### src/rtl/fft_pkg.sv
// Shared definitions for the FFT result unload path: default sizes,
// unload sequencer state encoding and the bit-reversal index map.
package fft_pkg;

  localparam int unsigned MSB_DEF    = 8;
  localparam int unsigned DATA_W_DEF = 32;
  localparam int unsigned MAX_MSB    = 16;
  localparam int unsigned MAX_IW     = $clog2(MAX_MSB);

  typedef enum logic [1:0] {
    ST_IDLE  = 2'd0,
    ST_RUN   = 2'd1,
    ST_DRAIN = 2'd2,
    ST_DONE  = 2'd3
  } rd_state_e;

  // Mirror bit i to bit w-1-i over the low w bits; upper bits stay zero.
  function automatic logic [MAX_MSB-1:0] bitrev(input logic [MAX_MSB-1:0] v,
                                                input int unsigned        w);
    logic [MAX_MSB-1:0] r;
    r = '0;
    for (int unsigned i = 0; i < MAX_MSB; i++) begin
      if (i < w) r[MAX_IW'(w - 1 - i)] = v[MAX_IW'(i)];
    end
    return r;
  endfunction

endpackage

### src/rtl/fft_out_fifo2.sv
// Two-entry synchronous FIFO with a fall-through head and an occupancy
// count that the unload sequencer uses for read credit.
module fft_out_fifo2 #(
  parameter int unsigned W = 8
) (
  input  logic         clk,
  input  logic         rst,
  input  logic         wr_en_i,
  input  logic [W-1:0] wr_data_i,
  input  logic         rd_en_i,
  output logic [W-1:0] rd_data_o,
  output logic [1:0]   count_o
);

  logic [W-1:0] mem_q [2];
  logic         wptr_q;
  logic         rptr_q;
  logic [1:0]   count_q;

  always_ff @(posedge clk or posedge rst) begin
    if (rst) begin
      mem_q[0] <= '0;
      mem_q[1] <= '0;
      wptr_q   <= 1'b0;
      rptr_q   <= 1'b0;
      count_q  <= 2'd0;
    end else begin
      if (wr_en_i) begin
        mem_q[wptr_q] <= wr_data_i;
        wptr_q        <= ~wptr_q;
      end
      if (rd_en_i) rptr_q <= ~rptr_q;
      count_q <= count_q + 2'(wr_en_i) - 2'(rd_en_i);
    end
  end

  assign rd_data_o = mem_q[rptr_q];
  assign count_o   = count_q;

endmodule

### src/rtl/fft_result_reader.sv
// Unloads the in-place FFT result RAM in bit-reversed address order and
// streams samples out in natural frequency order over valid/ready.
module fft_result_reader
  import fft_pkg::*;
#(
  parameter int unsigned MSB    = MSB_DEF,
  parameter int unsigned DATA_W = DATA_W_DEF
) (
  input  logic              clk,
  input  logic              reset,
  input  logic              start,
  input  logic              natural,
  output logic              busy,
  output logic              done,
  output logic              ram_ren,
  output logic [MSB-1:0]    ram_raddr,
  input  logic [DATA_W-1:0] ram_rdata,
  output logic [DATA_W-1:0] out_data,
  output logic [MSB-1:0]    out_index,
  output logic              out_valid,
  input  logic              out_ready,
  output logic              out_last
);

  localparam int unsigned PW = DATA_W + MSB + 1;

  rd_state_e      state_q;
  logic [MSB-1:0] k_q;
  logic           natural_q;
  logic           busy_q;
  logic           done_q;
  logic           ren_q;
  logic [MSB-1:0] raddr_q;
  logic [MSB-1:0] iss_idx_q;
  logic           iss_last_q;
  logic           ret_q;
  logic [MSB-1:0] ret_idx_q;
  logic           ret_last_q;

  logic [PW-1:0]  fifo_wdata;
  logic [PW-1:0]  fifo_rdata;
  logic [1:0]     fifo_count;
  logic           fifo_has;
  logic           fifo_wr;
  logic           fifo_rd;
  logic           pop;
  logic [1:0]     occ_d;
  logic           credit_ok;
  logic [MSB-1:0] addr_k;

  assign fifo_wdata = {ret_last_q, ret_idx_q, ram_rdata};

  // Head of the buffer: queued entry first, else the read returning this cycle.
  always_comb begin
    fifo_has  = (fifo_count != 2'd0);
    out_valid = fifo_has | ret_q;
    out_data  = '0;
    out_index = '0;
    out_last  = 1'b0;
    if (fifo_has) begin
      {out_last, out_index, out_data} = fifo_rdata;
    end else if (ret_q) begin
      {out_last, out_index, out_data} = fifo_wdata;
    end
    pop       = out_valid & out_ready;
    fifo_wr   = ret_q & (fifo_has | ~out_ready);
    fifo_rd   = pop & fifo_has;
    occ_d     = fifo_count + 2'(ret_q) - 2'(pop);
    credit_ok = (3'(occ_d) + 3'(ren_q)) < 3'd2;
    addr_k    = natural_q ? k_q : MSB'(bitrev(MAX_MSB'(k_q), MSB));
  end

  fft_out_fifo2 #(.W(PW)) u_fifo (
    .clk       (clk),
    .rst       (reset),
    .wr_en_i   (fifo_wr),
    .wr_data_i (fifo_wdata),
    .rd_en_i   (fifo_rd),
    .rd_data_o (fifo_rdata),
    .count_o   (fifo_count)
  );

  always_ff @(posedge clk or posedge reset) begin
    if (reset) begin
      state_q    <= ST_IDLE;
      k_q        <= '0;
      natural_q  <= 1'b0;
      busy_q     <= 1'b0;
      done_q     <= 1'b0;
      ren_q      <= 1'b0;
      raddr_q    <= '0;
      iss_idx_q  <= '0;
      iss_last_q <= 1'b0;
      ret_q      <= 1'b0;
      ret_idx_q  <= '0;
      ret_last_q <= 1'b0;
    end else begin
      ret_q <= ren_q;
      if (ren_q) begin
        ret_idx_q  <= iss_idx_q;
        ret_last_q <= iss_last_q;
      end
      unique case (state_q)
        ST_IDLE: begin
          done_q <= 1'b0;
          ren_q  <= 1'b0;
          if (start) begin
            state_q    <= ST_RUN;
            natural_q  <= natural;
            busy_q     <= 1'b1;
            ren_q      <= 1'b1;
            raddr_q    <= '0;
            iss_idx_q  <= '0;
            iss_last_q <= 1'b0;
            k_q        <= MSB'(1);
          end
        end
        ST_RUN: begin
          if (credit_ok) begin
            ren_q      <= 1'b1;
            raddr_q    <= addr_k;
            iss_idx_q  <= k_q;
            iss_last_q <= &k_q;
            k_q        <= k_q + MSB'(1);
            if (&k_q) state_q <= ST_DRAIN;
          end else begin
            ren_q <= 1'b0;
          end
        end
        ST_DRAIN: begin
          ren_q <= 1'b0;
          // Last read must have returned and been taken by downstream.
          if (!ren_q && occ_d == 2'd0) begin
            state_q <= ST_DONE;
            done_q  <= 1'b1;
          end
        end
        ST_DONE: begin
          done_q  <= 1'b0;
          busy_q  <= 1'b0;
          state_q <= ST_IDLE;
        end
        default: state_q <= ST_IDLE;
      endcase
    end
  end

  assign busy      = busy_q;
  assign done      = done_q;
  assign ram_ren   = ren_q;
  assign ram_raddr = raddr_q;

endmodule

### config.mk
export PLATFORM = sky130hd
export DESIGN_NAME = fft_result_reader
export DESIGN_NICKNAME = d
export VERILOG_FILES = /design/src/rtl/fft_pkg.sv /design/src/rtl/fft_out_fifo2.sv /design/src/rtl/fft_result_reader.sv
export SDC_FILE = /design/constraint.sdc
export NUM_CORES = 1
export LEC_CHECK = 0
export CORE_MARGIN = 2
export CORE_UTILIZATION = 35
export DETAILED_ROUTE_END_ITERATION = 12
export PLACE_DENSITY = 0.63
export SLEW_MARGIN = 25
export SYNTH_ARGS = -nofsm -noshare
export SYNTH_HDL_FRONTEND = slang
export SYNTH_HIERARCHICAL = 1
export SYNTH_SLANG_ARGS = --single-unit
### constraint.sdc
create_clock -name clk -period 7.71 [get_ports clk]
set_input_delay 1.1565 -clock clk [delete_from_list [all_inputs] [get_ports clk]]
set_output_delay 1.1565 -clock clk [all_outputs]
set_load 0.005 [all_outputs]
==> impl_metrics.env, run 1 <==
export IMPL_io_pins=90
export IMPL_grt_pass1_wl_mm=23.12
export IMPL_max_slew_margin_rel_pct=37.03
export IMPL_hold_path_depth=1
export IMPL_hold_buffers=0
export IMPL_max_freq_mhz=278.6
export IMPL_critPathArrivalTime_ns=2.43
export IMPL_netlist_area_um2=6314
export IMPL_die_height_um=138.3
export IMPL_placedCellCount=830
export IMPL_final_cell_area_um2=7983
export IMPL_path_max_fanout=42
export IMPL_firstDrtPassIters=4
export IMPL_h_tree_depth=4
export IMPL_worstMarginPinSlew_ns=0.9446
export IMPL_cts_setup_buffers=0
export IMPL_yosysMostFrequentCell="dfrtp_1"
export IMPL_timing_setup_tns_ns=0
export IMPL_initialDrtViolationCount=216
export IMPL_synth_area_leaders="dfrtp_1, mux2_2, mux2_1, nand2_1, nand3_1"
export IMPL_maxCapViolCount=0
export IMPL_via_per_inst=5.008
export IMPL_num_vias=4317
export IMPL_end_kind="output port"
export IMPL_die_x_um=138.3
export IMPL_yosys_warnings=6
export IMPL_antenna_found_initial=0
export IMPL_synth_seq_cells=127
export IMPL_p_leak_uw=0.003628
export IMPL_place_gp_congestion=0.7889
export IMPL_clk_pin_slew_ns=0.06
export IMPL_fin_cells=862
export IMPL_yosysTopAreaCell="dfrtp_1"
export IMPL_clockBufferDepth=2
export IMPL_ys_types=43
export IMPL_wl_per_cell_um=15.81
export IMPL_antenna_cells=0
export IMPL_async_reset_ff_share_pct=100.0
export IMPL_synth_edf_count=0
export IMPL_grt_max_degree=53
export IMPL_core_region_area_um2=17840
export IMPL_setup_viol=0
export IMPL_portBuffers=89
export IMPL_dpl_cell_area_um2=7396
export IMPL_cts_num_sinks=127
export IMPL_yosys_top_cells_count="dfrtp_1, mux2_2, nand2_1, nand3_1, mux2_1"
export IMPL_criticalPathCategory="reg -> out"
export IMPL_layout_min_cycle_time_ns=3.589
export IMPL_ys_seq_area_share_pct=50.34
export IMPL_rsz0062_at_grt="no"
export IMPL_grtUsageTotal_pct=14.93
export IMPL_start_kind="flip-flop"
export IMPL_root_buffer="clkbuf_16"
export IMPL_fin_skew_ns=0.007862
export IMPL_status="complete, no violations"
export IMPL_die_area_um2=19130
export IMPL_ant_nets=0
export IMPL_hold_path_class="reg -> reg"
export IMPL_drc=0
export IMPL_ys_flop_type="dfrtp_1"
export IMPL_syn_to_final_growth_pct=26.44
export IMPL_final_nets=667
export IMPL_ctsResizeCount=0
export IMPL_dp_hpwl_mm=8.714
export IMPL_r2r_cells=9
export IMPL_syn_num_nets=594
export IMPL_critPathRequiredTime_ns=6.55
export IMPL_netlist_instances=547
export IMPL_avgSynthCellArea_um2=11.54
export IMPL_clk_latency_ns=0.41
export IMPL_slew_violations=0
export IMPL_grt_ovfl_total=0
export IMPL_initial_core_util_pct=35.39
export IMPL_power_density_nw_per_um2=422.2
export IMPL_fillCellCount=1624
export IMPL_num_rows=49
export IMPL_wirelength_mm=13.62
export IMPL_yosysTopAreaCellShare_pct=50.34
export IMPL_grt_pass1_vias=4490
export IMPL_tritoncts="built"
export IMPL_timing_final_crit_share_pct=46.55
export IMPL_drive_gt1_share_pct=22.43
export IMPL_cts_buffers=17
export IMPL_hold_violations=0
export IMPL_vdd_drop_max_v=0.0002152
-- cells in the final DEF, fill, tap and decap left out, drive strengths merged, types with 2 or more instances in the layout --
| cell | n |
|---|---|
| a21oi | 5 |
| a22o | 10 |
| a31oi | 4 |
| a41oi | 2 |
| and2 | 3 |
| buf | 6 |
| bufinv | 2 |
| clkbuf | 21 |
| clkdlybuf4s50 | 89 |
| clkinv | 8 |
| clkinvlp | 2 |
| dfrtp | 127 |
| ha | 10 |
| inv | 9 |
| mux2 | 141 |
| mux2i | 10 |
| nand2 | 93 |
| nand2b | 2 |
| nand3 | 46 |
| nand3b | 2 |
| nor2 | 4 |
| nor2b | 10 |
| o21ai | 4 |
| o311ai | 2 |
| or2 | 2 |
| xnor2 | 2 |
| xor2 | 2 |
-- final cells by class --
type / instances / area, um2 / share of cell area, %
well taps: 229 / 286.5 / 3.589
clock inverters: 11 / 113.9 / 1.426
multi-input cells: 369 / 2923 / 36.61
clock buffers: 21 / 470.5 / 5.893
inverters: 10 / 38.79 / 0.4859
flip-flops and latches: 127 / 3182 / 39.86
repair buffers: 95 / 968.4 / 12.13
-- final timing paths --
check	startpoint	to	slack, ns
setup / recovery	u_fifo/count_o[1]$_DFF_PP0_	out_index[6]	4.12
max in group asynchronous	reset	u_fifo/mem_q[37]$_DFFE_PP0P_	5.76
min in group asynchronous	reset	busy$_DFFE_PP0P_	1.23
hold reg to reg	u_fifo/mem_q[50]$_DFFE_PP0P_	u_fifo/mem_q[50]$_DFFE_PP0P_	0.48
setup reg to reg	u_fifo/count_o[0]$_DFF_PP0_	ram_raddr[4]$_DFFE_PP0P_	4.46
hold / removal	u_fifo/mem_q[50]$_DFFE_PP0P_	u_fifo/mem_q[50]$_DFFE_PP0P_	0.48
-- layer usage --
layer / global-route usage, % / wire (um)
met5: 0 / 0
met3: 4.572 / 596
met1: 19.86 / 6436
met4: 3.921 / 129
met2: 23.87 / 6460
-- state kept, by name (all words and copies together), names as in the netlist, 2 cells and up --
signal          count
state_q             2
k_q                 8
ret_idx_q           8
u_fifo/mem_q       82
u_fifo/count_o      2
ram_raddr           8
iss_idx_q           8
-- power by group --
group	internal (uW)	switching, uW
registers	915	207
logic	829	646
clock network	497	277
-- per-stage QoR --
stage               total power [uW]  util (%)  setup slack (ns)  hold slack, ns
floorplan                       2035         -             4.332          0.4442
global route                    3626     44.74             3.913          0.4936
CTS                             3418     44.73             3.960          0.4830
global placement                2545     41.11             3.710          0.4624
finish                          3370     44.74             4.121          0.4777
detailed placement              2626     41.45             3.743          0.4708
-- worst max-delay path, stage by stage (launching register included) --
cell             delay [ns]
dfrtp_1                0.44
or2_2                  0.78
nand2_1                0.11
nand2_1                0.15
clkdlybuf4s50_1        0.52
-- cell families after synthesis --
logic type | share of synthesized area [%]
AOI/OAI and AO/OA | 4.083
DFF | 50.34
and+or+nand+nor | 12.07
muxes | 26.73
buffers and inverters | 3.865
adders and majority gates | 1.982
xor gates and xnor gates | 0.9315
No activity file was read; power rests on OpenSTA's default activity.
==> inputs of run 2 (changes only) <==
clock period = 3.4 ns   (was 7.71 ns; I/O delays follow)
==> impl_metrics.env, run 2 (same netlist as run 1, synthesis figures left out) <==
export IMPL_placedCellCount=834
export IMPL_rsz0062_at_grt="no"
export IMPL_fin_skew_ns=0.004406
export IMPL_final_nets=671
export IMPL_die_x_um=138.3
export IMPL_end_kind="output port"
export IMPL_hold_violations=0
export IMPL_drive_gt1_share_pct=22.48
export IMPL_share_comb_of_total_power_pct=44.0
export IMPL_firstDrtPassIters=4
export IMPL_status="complete, no violations"
export IMPL_fillCellCount=1607
export IMPL_hold_path_class="reg -> reg"
export IMPL_p_leak_uw=0.003653
export IMPL_max_freq_mhz=334.3
export IMPL_cts_buffers=17
export IMPL_ctsResizeCount=0
export IMPL_grtUsageTotal_pct=15.56
export IMPL_layout_min_cycle_time_ns=2.991
export IMPL_ant_nets=0
export IMPL_place_gp_congestion=0.7862
export IMPL_multi_input_area_um2=2909
export IMPL_slew_violations=0
export IMPL_grt_pass1_wl_mm=24.06
export IMPL_clk_latency_ns=0.41
export IMPL_wl_per_cell_um=16.46
export IMPL_io_pins=90
export IMPL_regMostFlops="u_fifo/mem_q"
export IMPL_num_vias=4373
export IMPL_clk_pin_slew_ns=0.05
export IMPL_power_frac_seq_pct=32.0
export IMPL_timing_setup_tns_ns=0
export IMPL_hold_buffers=0
export IMPL_tritoncts="built"
export IMPL_grt_pass1_vias=4600
export IMPL_wirelength_mm=14.24
export IMPL_largest_reg_flops=82
export IMPL_p_switching_uw=2576
export IMPL_vdd_drop_max_v=0.0003870
export IMPL_grt_ovfl_total=0
export IMPL_clockBufferDepth=2
export IMPL_syn_to_final_growth_pct=27.09
export IMPL_timing_final_crit_share_pct=87.98
export IMPL_layout_common_cells="dfrtp_1, mux2_2, nand2_1"
export IMPL_via_per_inst=5.055
export IMPL_critPathArrivalTime_ns=2.48
export IMPL_h_tree_depth=4
export IMPL_register_area_um2=3179
export IMPL_start_kind="flip-flop"
export IMPL_layout_commonest_cell="dfrtp_1"
export IMPL_maxCapViolCount=0
export IMPL_clkPwrFrac_pct=24.0
export IMPL_antenna_cells=0
export IMPL_path_max_fanout=42
export IMPL_initial_core_util_pct=35.39
export IMPL_antenna_found_initial=0
export IMPL_initialDrtViolationCount=214
export IMPL_final_cell_area_um2=8024
export IMPL_setup_viol=0
export IMPL_root_buffer="clkbuf_16"
export IMPL_core_region_area_um2=17840
export IMPL_grt_max_degree=44
export IMPL_power_density_nw_per_um2=974.1
export IMPL_fin_cells=865
export IMPL_cts_setup_buffers=0
export IMPL_dpl_cell_area_um2=7405
export IMPL_max_slew_margin_rel_pct=36.18
export IMPL_switching_share_pct=32.96
export IMPL_cts_num_sinks=127
export IMPL_p_int_uw=5240
export IMPL_die_height_um=138.3
export IMPL_num_rows=49
export IMPL_die_area_um2=19130
export IMPL_drc=0
export IMPL_worstMarginPinSlew_ns=0.9573
export IMPL_dp_hpwl_mm=8.901
export IMPL_critPathRequiredTime_ns=2.89
export IMPL_portBuffers=89
export IMPL_criticalPathCategory="reg -> out"
run 2: per-layer routing:
layer | wire, um | track usage [%]
met5 | 0 | 0
met1 | 6724 | 21.05
met2 | 6768 | 24.67
met4 | 188 | 5.048
met3 | 557 | 3.879
run 2: final timing paths:
path                                                    from                            to  cells past startpoint  slack [ns]
min in group asynchronous                              reset  u_fifo/mem_q[39]$_DFFE_PP0P_                      2        0.51
worst min-delay path            u_fifo/mem_q[74]$_DFFE_PP0P_  u_fifo/mem_q[74]$_DFFE_PP0P_                      1        0.48
worst max-delay path             u_fifo/count_o[1]$_DFF_PP0_                  out_index[7]                      4        0.41
worst max register to register   u_fifo/count_o[0]$_DFF_PP0_      ram_raddr[2]$_DFFE_PP0P_                     10        0.43
worst min register to register  u_fifo/mem_q[74]$_DFFE_PP0P_  u_fifo/mem_q[74]$_DFFE_PP0P_                      1        0.48
max in group asynchronous                              reset  u_fifo/mem_q[62]$_DFFE_PP0P_                      3        2.09
run 2: critical path: stages (launching register included):
cell             delay, ns
dfrtp_1               0.47
or2_2                 0.80
nand2_1               0.11
nand2_1               0.16
clkdlybuf4s50_1       0.52
run 2: power by group through the flow:
stage | clock [uW] | sequential [uW] | combinational, uW
after floorplan | 0 | 2290 | 2320
after CTS | 1920 | 2500 | 3490
after global placement | 0 | 2470 | 3380
after global routing | 2000 | 2580 | 3770
after detailed placement | 0 | 2520 | 3460
final | 1880 | 2500 | 3440
run 2: final cells by class:
cell class	count	share of cell area [%]
Multi-Input combinational cell	369	36.25
Inverter	10	0.4834
Clock buffer	26	6.471
Tap cell	229	3.571
Clock inverter	5	1.247
Sequential cell	127	39.62
Timing Repair Buffer	99	12.35
run 2: per-stage QoR:
stage          power [uW]  utilization [%]  worst slack (ns)  hold slack, ns
6_report             7816            44.98            0.4088          0.4833
5_1_grt              8348            44.98            0.2473          0.4962
4_1_cts              7900            44.98            0.3633          0.4863
3_5_place_dp         5978            41.50            0.3101          0.4730
3_3_place_gp         5852            41.50            0.3695          0.4624
2_1_floorplan        4616                -            0.4268          0.4442
==> inputs of run 3 (changes only) <==
CORE_UTILIZATION = 40   (was 35)
PLACE_DENSITY = 0.7   (was 0.63)
==> impl_metrics.env, run 3 (same netlist as run 1, synthesis figures left out) <==
export IMPL_status="complete, no violations"
export IMPL_grt_max_degree=75
export IMPL_firstDrtPassIters=4
export IMPL_p_switching_uw=2581
export IMPL_p_leak_uw=0.003634
export IMPL_drc=0
export IMPL_clkPwrFrac_pct=23.0
export IMPL_max_slew_margin_rel_pct=38.32
export IMPL_layout_min_cycle_time_ns=2.987
export IMPL_path_max_fanout=12
export IMPL_initial_core_util_pct=41.23
export IMPL_ant_nets=0
export IMPL_clk_latency_ns=0.41
export IMPL_end_kind="flip-flop"
export IMPL_wl_per_cell_um=16.15
export IMPL_num_rows=45
export IMPL_portBuffers=89
export IMPL_switching_share_pct=33.52
export IMPL_final_nets=670
export IMPL_cts_buffers=17
export IMPL_hold_path_class="in -> async"
export IMPL_num_vias=4353
export IMPL_grt_ovfl_total=0
export IMPL_clockBufferDepth=2
export IMPL_h_tree_depth=4
export IMPL_largest_reg_flops=82
export IMPL_regMostFlops="u_fifo/mem_q"
export IMPL_drive_gt1_share_pct=22.64
export IMPL_share_comb_of_total_power_pct=44.6
export IMPL_antenna_found_initial=0
export IMPL_r2r_setup_slack_ns=0.41
export IMPL_vdd_drop_max_v=0.0004463
export IMPL_io_pins=90
export IMPL_initialDrtViolationCount=261
export IMPL_dp_hpwl_mm=8.548
export IMPL_setup_viol=0
export IMPL_ctsResizeCount=0
export IMPL_max_freq_mhz=334.8
export IMPL_timing_setup_tns_ns=0
export IMPL_p_int_uw=5119
export IMPL_grt_pass1_wl_mm=22.65
export IMPL_worstMarginPinSlew_ns=0.9253
export IMPL_wirelength_mm=13.68
export IMPL_tritoncts="built"
export IMPL_die_height_um=129.6
export IMPL_critPathArrivalTime_ns=3.28
export IMPL_maxCapViolCount=0
export IMPL_via_per_inst=5.139
export IMPL_hold_buffers=0
export IMPL_slew_violations=0
export IMPL_start_kind="flip-flop"
export IMPL_power_density_nw_per_um2=964.3
export IMPL_hold_violations=0
export IMPL_critPathRequiredTime_ns=3.69
export IMPL_layout_common_cells="dfrtp_1, mux2_2, nand2_1"
export IMPL_cts_setup_buffers=0
export IMPL_clk_pin_slew_ns=0.06
export IMPL_antenna_cells=0
export IMPL_place_gp_congestion=0.8029
export IMPL_core_region_area_um2=15310
export IMPL_rsz0062_at_grt="no"
export IMPL_final_cell_area_um2=7985
export IMPL_power_frac_seq_pct=32.4
export IMPL_syn_to_final_growth_pct=26.48
export IMPL_die_x_um=129.6
export IMPL_dpl_cell_area_um2=7400
export IMPL_layout_commonest_cell="dfrtp_1"
export IMPL_criticalPathCategory="reg -> reg"
export IMPL_grt_pass1_vias=4527
export IMPL_r2r_cells=10
export IMPL_die_area_um2=16810
export IMPL_timing_final_crit_share_pct=87.86
export IMPL_fin_skew_ns=0.008619
export IMPL_root_buffer="clkbuf_16"
export IMPL_grtUsageTotal_pct=17.13
export IMPL_cts_num_sinks=127
[run 3: layer usage]
layer | vias up | routed length, um | GRT usage, %
met2 | 88 | 6661 | 28.09
met5 | - | 0 | 0
met1 | 2183 | 6309 | 22.31
li1 | 2068 | - | -
met4 | 0 | 156 | 5.503
met3 | 14 | 554 | 4.377
[run 3: path summary, 6_finish.rpt]
check | endpoint | startpoint
max | ram_raddr[2]$_DFFE_PP0P_ | u_fifo/count_o[0]$_DFF_PP0_
max reg2reg | ram_raddr[2]$_DFFE_PP0P_ | u_fifo/count_o[0]$_DFF_PP0_
min reg2reg | u_fifo/mem_q[54]$_DFFE_PP0P_ | u_fifo/mem_q[54]$_DFFE_PP0P_
max in group asynchronous | u_fifo/mem_q[57]$_DFFE_PP0P_ | reset
min in group clk | u_fifo/mem_q[54]$_DFFE_PP0P_ | u_fifo/mem_q[54]$_DFFE_PP0P_
min | u_fifo/mem_q[69]$_DFFE_PP0P_ | reset
[run 3: stage by stage]
stage | setup slack [ns] | utilization (%) | total power, uW | hold WS, ns | cells
2_1_floorplan | 0.4268 | - | 4616 | 0.4442 | 547
3_3_place_gp | 0.3813 | 48.32 | 5846 | 0.4626 | 815
3_5_place_dp | 0.3477 | 48.32 | 5988 | 0.4720 | 815
4_1_cts | 0.4045 | 52.14 | 7785 | 0.3727 | 847
5_1_grt | 0.2773 | 52.14 | 8233 | 0.3845 | 847
6_report | 0.4127 | 52.14 | 7700 | 0.3792 | 847
[run 3: worst max-delay path, cell delays in order (launching register included)]
cell,delay [ns]
dfrtp_1,0.44
or3_1,0.40
and2_1,0.18
ha_1,0.27
inv_1,0.04
ha_1,0.29
and2_1,0.20
or2_1,0.32
a21oi_2,0.16
buf_4,0.21
mux2_2,0.35
[run 3: power groups by stage]
stage	Clock, uW	Combinational, uW	Sequential, uW
final	1770	3440	2490
after CTS	1810	3480	2500
after global placement	0	3380	2470
after floorplan	0	2320	2290
after global routing	1880	3770	2580
after detailed placement	0	3460	2520
[run 3: cell type report]
class	instances	area (um2)
timing repair buffer	98	1008
clock inverter	10	111.4
multi-input combinational	369	2909
tap	211	264.0
inverter	10	38.79
fill	1361	7330
sequential	127	3179
clock buffer	22	474.2
